### src/rtl/buffer_vc.sv
// Multi-VC flit buffer: NUM_VC independent FWFT queues sharing one write and one read port.
// Optional sticky overflow/underflow flags are built when BUFFER_VC_ERR_EN is defined.
module buffer_vc #(
    parameter int WIDTH    = 64,
    parameter int DEPTH    = 4,
    parameter int NUM_VC   = 2,
    parameter int AF_LEVEL = DEPTH - 1,
    localparam int VCW     = (NUM_VC > 2) ? $clog2(NUM_VC) : 1
) (
    input  logic              clk,
    input  logic              reset,
    input  logic              wrEnable,
    input  logic [VCW-1:0]    wrVc,
    input  logic [WIDTH-1:0]  dataIn,
    input  logic              rdEnable,
    input  logic [VCW-1:0]    rdVc,
    output logic [WIDTH-1:0]  dataOut,
    output logic [NUM_VC-1:0] full,
    output logic [NUM_VC-1:0] empty,
`ifdef BUFFER_VC_ERR_EN
    output logic [NUM_VC-1:0] overflow,
    output logic [NUM_VC-1:0] underflow,
`endif
    output logic [NUM_VC-1:0] almostFull
);

    localparam int PW = $clog2(DEPTH);
    localparam int CW = PW + 1;

    logic                     wr_vc_ok;
    logic                     rd_vc_ok;
    logic [VCW-1:0]           wr_idx;
    logic [VCW-1:0]           rd_idx;
    logic                     rd_ok;
    logic                     wr_ok;
    logic [NUM_VC-1:0]        wr_hit;
    logic [NUM_VC-1:0]        rd_hit;
    logic [NUM_VC*WIDTH-1:0]  heads;

    // Accept logic: out-of-range VCs are rejected, pass-through allowed at full
    always_comb begin
        wr_vc_ok = {1'b0, wrVc} < (VCW+1)'(NUM_VC);
        rd_vc_ok = {1'b0, rdVc} < (VCW+1)'(NUM_VC);
        wr_idx   = wr_vc_ok ? wrVc : '0;
        rd_idx   = rd_vc_ok ? rdVc : '0;
        rd_ok    = rdEnable && rd_vc_ok && !empty[rd_idx];
        wr_ok    = wrEnable && wr_vc_ok &&
                   (!full[wr_idx] ||
                    (rd_ok && (rd_idx == wr_idx)));
        for (int v = 0; v < NUM_VC; v++) begin
            wr_hit[v] = wr_ok && (wr_idx == VCW'(v));
            rd_hit[v] = rd_ok && (rd_idx == VCW'(v));
        end
    end

    // Head of the selected VC, zero-latency fall-through
    always_comb begin
        dataOut = heads[WIDTH-1:0];
        for (int v = 0; v < NUM_VC; v++) begin
            if (rd_idx == VCW'(v)) begin
                dataOut = heads[v*WIDTH +: WIDTH];
            end
        end
    end

    for (genvar v = 0; v < NUM_VC; v++) begin : g_vc
        logic [WIDTH-1:0] mem_q [DEPTH];
        logic [PW-1:0]    rd_ptr_q;
        logic [PW-1:0]    rd_ptr_d;
        logic [PW-1:0]    wr_ptr_q;
        logic [PW-1:0]    wr_ptr_d;
        logic [CW-1:0]    cnt_q;
        logic [CW-1:0]    cnt_d;

        // Pointer and occupancy next state for this VC
        always_comb begin
            rd_ptr_d = rd_ptr_q;
            wr_ptr_d = wr_ptr_q;
            cnt_d    = cnt_q;
            if (wr_hit[v]) begin
                wr_ptr_d = wr_ptr_q + PW'(1);
            end
            if (rd_hit[v]) begin
                rd_ptr_d = rd_ptr_q + PW'(1);
            end
            case ({wr_hit[v], rd_hit[v]})
                2'b10:   cnt_d = cnt_q + CW'(1);
                2'b01:   cnt_d = cnt_q - CW'(1);
                default: cnt_d = cnt_q;
            endcase
        end

        // Pointer and occupancy registers, cleared asynchronously
        always_ff @(posedge clk or negedge reset) begin
            if (!reset) begin
                rd_ptr_q <= '0;
                wr_ptr_q <= '0;
                cnt_q    <= '0;
            end else begin
                rd_ptr_q <= rd_ptr_d;
                wr_ptr_q <= wr_ptr_d;
                cnt_q    <= cnt_d;
            end
        end

        // Flit storage, intentionally left out of reset
        always_ff @(posedge clk) begin
            if (wr_hit[v]) begin
                mem_q[wr_ptr_q] <= dataIn;
            end
        end

        assign heads[v*WIDTH +: WIDTH] = mem_q[rd_ptr_q];
        assign full[v]       = (cnt_q == CW'(DEPTH));
        assign empty[v]      = (cnt_q == '0);
        assign almostFull[v] = (cnt_q >= CW'(AF_LEVEL));

`ifdef BUFFER_VC_ERR_EN
        logic ovf_q;
        logic ovf_d;
        logic unf_q;
        logic unf_d;

        // Sticky error flags for dropped writes and empty reads
        always_comb begin
            ovf_d = ovf_q;
            unf_d = unf_q;
            if (wrEnable && wr_vc_ok &&
                (wr_idx == VCW'(v)) && !wr_ok) begin
                ovf_d = 1'b1;
            end
            if (rdEnable && rd_vc_ok &&
                (rd_idx == VCW'(v)) && empty[v]) begin
                unf_d = 1'b1;
            end
        end

        // Error flag registers, cleared only by reset
        always_ff @(posedge clk or negedge reset) begin
            if (!reset) begin
                ovf_q <= 1'b0;
                unf_q <= 1'b0;
            end else begin
                ovf_q <= ovf_d;
                unf_q <= unf_d;
            end
        end

        assign overflow[v]  = ovf_q;
        assign underflow[v] = unf_q;
`endif
    end

endmodule
### config.mk
export PLATFORM = sky130hd
export DESIGN_NAME = buffer_vc
export DESIGN_NICKNAME = d
export VERILOG_FILES = /design/src/rtl/buffer_vc.sv
export SDC_FILE = /design/constraint.sdc
export NUM_CORES = 1
export LEC_CHECK = 0
export ABC_AREA = 1
export BUFFER_PORTS_ARGS = -buffer_cell sky130_fd_sc_hd__buf_2
export CORE_ASPECT_RATIO = 1.25
export CORE_MARGIN = 2
export CORE_UTILIZATION = 55
export DETAILED_ROUTE_END_ITERATION = 7
export GPL_ROUTABILITY_DRIVEN = 0
export PLACE_DENSITY = 0.8
export SYNTH_ARGS = -nofsm -noshare
export SYNTH_HDL_FRONTEND = slang
export SYNTH_SLANG_ARGS = --single-unit
### constraint.sdc
create_clock -name clk -period 5.1 [get_ports clk]
set_input_delay 0.51 -clock clk [delete_from_list [all_inputs] [get_ports clk]]
set_output_delay 0.51 -clock clk [all_outputs]
set_load 0.05 [all_outputs]
==> qor.yml <==
worst_hold_path:
  holdPathStages: 1
  holdPathEnd: "g_vc[1].mem_q[0][39]"
  min_path_type: "in2reg"
  worstHoldStart: "dataIn[39]"
cts:
  clockRootBuffer: "clkbuf_16"
  path_clk_slew_ns: 0.06
  clkSinkCount: 526
  cts_htree_levels: 2
  clock_path_buffers: 3
  postCtsSetupBuffers: 0
  cts_buffers: 48
  insertion_delay_ns: 0.56
  cts_tree: "yes"
synthesis:
  synth-async-reset-ratio_pct: 2.662
  synth.most_common_cell: "edfxtp_1"
  synth_nets: 1638
  ys_seq_elements: 526
  synth_area_leader_cell: "edfxtp_1"
  synth_area_per_cell_um2: 13.34
  synthTopCellsByArea: "edfxtp_1 (74%), nor2_1 (7.2%), o32ai_1 (5.4%), nand2_1 (3.8%), o21ai_0 (3.2%)"
  synthFlopType: "edfxtp_1"
  yosys.area.top_type_share_pct: 74.09
  syn-cell-area_um2: 20750
  ys.warnings.count: 0
  synth_edf_count: 512
  syn-instance-count: 1556
  ys_seq_area_share_pct: 75.78
  yosys-top-cells-count: "edfxtp_1 (512), nor2_1 (396), nand2_1 (210)"
  yosysUniqueCellTypes: 23
setup_path:
  reg2reg_slack_ns: 2.23
  worstPathRequired_ns: 4.59
  cp.arrival_ns: 3.35
  reg2reg_to: "g_vc[0].mem_q[1][37]"
  critPathCaptureType: "output pin"
  reg2regPathDepth: 8
  reg2reg_from: "g_vc[1].cnt_q[2]"
  critPathKind: "reg2out"
  cp-start-kind: "flop"
  worstPathMaxFanout: 97
drt:
  drt_iter0_markers: 1366
  dr.pass1.iters: 5
  wirelength_um: 44280
  num_vias: 13000
  remaining_drc_errors: 0
  viasPerCell: 5.922
  final_antenna_net_count: 0
  avgRoutedWirePerCell_um: 20.17
global_routing:
  grtUsageMet2_pct: 37.63
  grt_use_met1_pct: 29.04
  grt_usage_pct: 22.48
  overflow: 0
  antenna_found_initial: 6
  grt.busiest_layer: "met2"
  grt_pass1_vias: 12950
  grt_pass1_wl_um: 68840
  grt_max_degree: 98
  grt_use_met3_pct: 3.832
floorplanning:
  core_area_um2: 37260
  initial_core_util_pct: 55.69
  die_w_um: 177.7
  io_pins: 140
  die_area_um2: 39310
  die_height_um: 221.2
  rows: 79
layout:
  area_growth_pct: 12.34
  regArea_um2: 15740
  fin_cells: 2195
  nNetsFinal: 1749
  multiInputGateArea_um2: 4458
  drive_gt1_share_pct: 14.29
  nFillCells: 2570
pwr:
  p_per_area_nw_per_um2: 582.8
  p_int_mw: 8.302
  netSwitchingPower_mw: 5.284
  pwr-share-comb_pct: 34.0
  vdd_drop_max_uv: 366.5
  pwr-share-clk_pct: 24.6
  power.leakage_nw: 8.146
  p_sw_share_pct: 38.89
  pwr-share-seq_pct: 41.4
outcome:
  outcome: "complete, no violations"
placed_design:
  place_hpwl_um: 25370
  port_buffers: 139
  dp.cells: 2102
timing:
  slew_headroom_pct: 28.27
  fin_crit_ns: 3.859
  max_freq_mhz: 259.2
  final-hold-violation-count: 0
  finClkSkew_ns: 0.01250
  setup_tns_ns: 0
  maxSlewViolCount: 0
  rsz0062_at_grt: "no"
  post-route-period-util_pct: 75.66
  setup_viol: 0
  tightest_slew_ns: 1.076
flow_run:
  drv_cap: 0
-- sequential cells by signal (all words and copies together) (netlist names) --
register	count
g_vc.rd_ptr_q	4
g_vc.wr_ptr_q	4
g_vc.cnt_q	6
g_vc.mem_q	512
-- power by group through the flow --
stage                     clock network (mW)  registers [mW]  logic, mW
after global placement                     0            5.68       4.48
after global routing                    3.54            5.68       5.03
after floorplan                            0            5.47       3.73
final                                   3.34            5.63       4.62
after CTS                               3.38            5.63       4.65
after detailed placement                   0            5.72       4.62
-- cell usage in the layout, fill, tap and decap left out, types with 5 or more instances in the layout --
| cell type | Yosys | final |
|---|---|---|
| edfxtp_1 | 512 | 512 |
| nor2_1 | 396 | 388 |
| nand2_1 | 210 | 210 |
| buf_2 | 31 | 138 |
| o21ai_0 | 134 | 134 |
| o32ai_1 | 128 | 128 |
| clkbuf_16 | 0 | 49 |
| inv_1 | 26 | 25 |
| clkbuf_1 | 48 | 16 |
| buf_4 | 6 | 14 |
| clkinv_2 | 0 | 10 |
| ha_1 | 10 | 10 |
| dfrtp_1 | 14 | 10 |
| nor2_4 | 0 | 8 |
| clkinv_1 | 0 | 7 |
| xor2_1 | 6 | 6 |
| buf_12 | 0 | 6 |
| nand4_1 | 5 | 5 |
-- area by class of cell --
type / count / area share, %
inverter: 29 / 0.4938
tap: 486 / 2.609
timing repair buffer: 159 / 3.972
clock inverter: 24 / 0.6817
clock buffer: 66 / 5.577
antenna: 2 / 0.02147
sequential: 526 / 67.52
multi-input combinational: 903 / 19.12
-- worst max path at each step --
stage | start | to | slack, ns | cells after the start
global route | g_vc[1].rd_ptr_q[0] | dataOut[48] | 0.97 | 7
detailed placement | rdVc | g_vc[0].mem_q[1][46] | 1.31 | 9
global placement | rdVc | g_vc[0].mem_q[1][46] | 1.25 | 9
CTS | g_vc[1].rd_ptr_q[0] | dataOut[48] | 1.17 | 7
floorplan | rdVc | g_vc[0].mem_q[0][0] | 0.83 | 7
finish | g_vc[1].rd_ptr_q[0] | dataOut[48] | 1.24 | 7
-- metal layers --
layer  share of wire, %  vias to the layer above  wire, um
met3                6.6                      108      2905
met5              0.077                        -        34
met1                 39                     6447     17390
met2                 51                      546     22450
li1                   -                     5892         -
met4                3.4                        6      1491
-- metrics by stage --
step	setup WS (ns)	power, mW	hold slack, ns	util (%)	cell area (um2)
floorplan	0.8281	9.199	0.2144	-	20750
global placement	1.253	10.16	0.4285	58.60	21840
detailed placement	1.312	10.33	0.4363	58.60	21840
CTS	1.170	13.65	0.1875	62.54	23310
global route	0.9663	14.24	0.2092	62.55	23310
finish	1.241	13.59	0.2103	62.56	23310
-- worst max-delay path, cell delays in order (launching register included) --
cell and delay (ns):
dfrtp_4 0.64, inv_4 0.78, buf_4 0.48, nor2_1 0.09, o32ai_1 0.32, nand2_1 0.08, nand2_1 0.10, buf_2 0.26
-- kinds of logic (layout without fill, tap and decap cells) --
family | Yosys count | count (layout) | synth area share, %
AO/OA/AOI/OAI | 265 | 265 | 8.707
buffers and inverters | 127 | 278 | 3.027
flip-flops | 526 | 526 | 75.78
AND/OR/NAND/NOR | 618 | 618 | 11.35
XOR/XNOR | 8 | 8 | 0.3377
adder cells (fa/ha/maj) | 12 | 12 | 0.7959
other | 0 | 2 | 0
-- repair_timing --
item                                    CTS  global route
hold buffers                              1             0
resized for setup                         0             0
endpoints found under the setup margin    0             0
endpoints found under the hold margin    14             0
No activity file was read; power rests on OpenSTA's default activity.
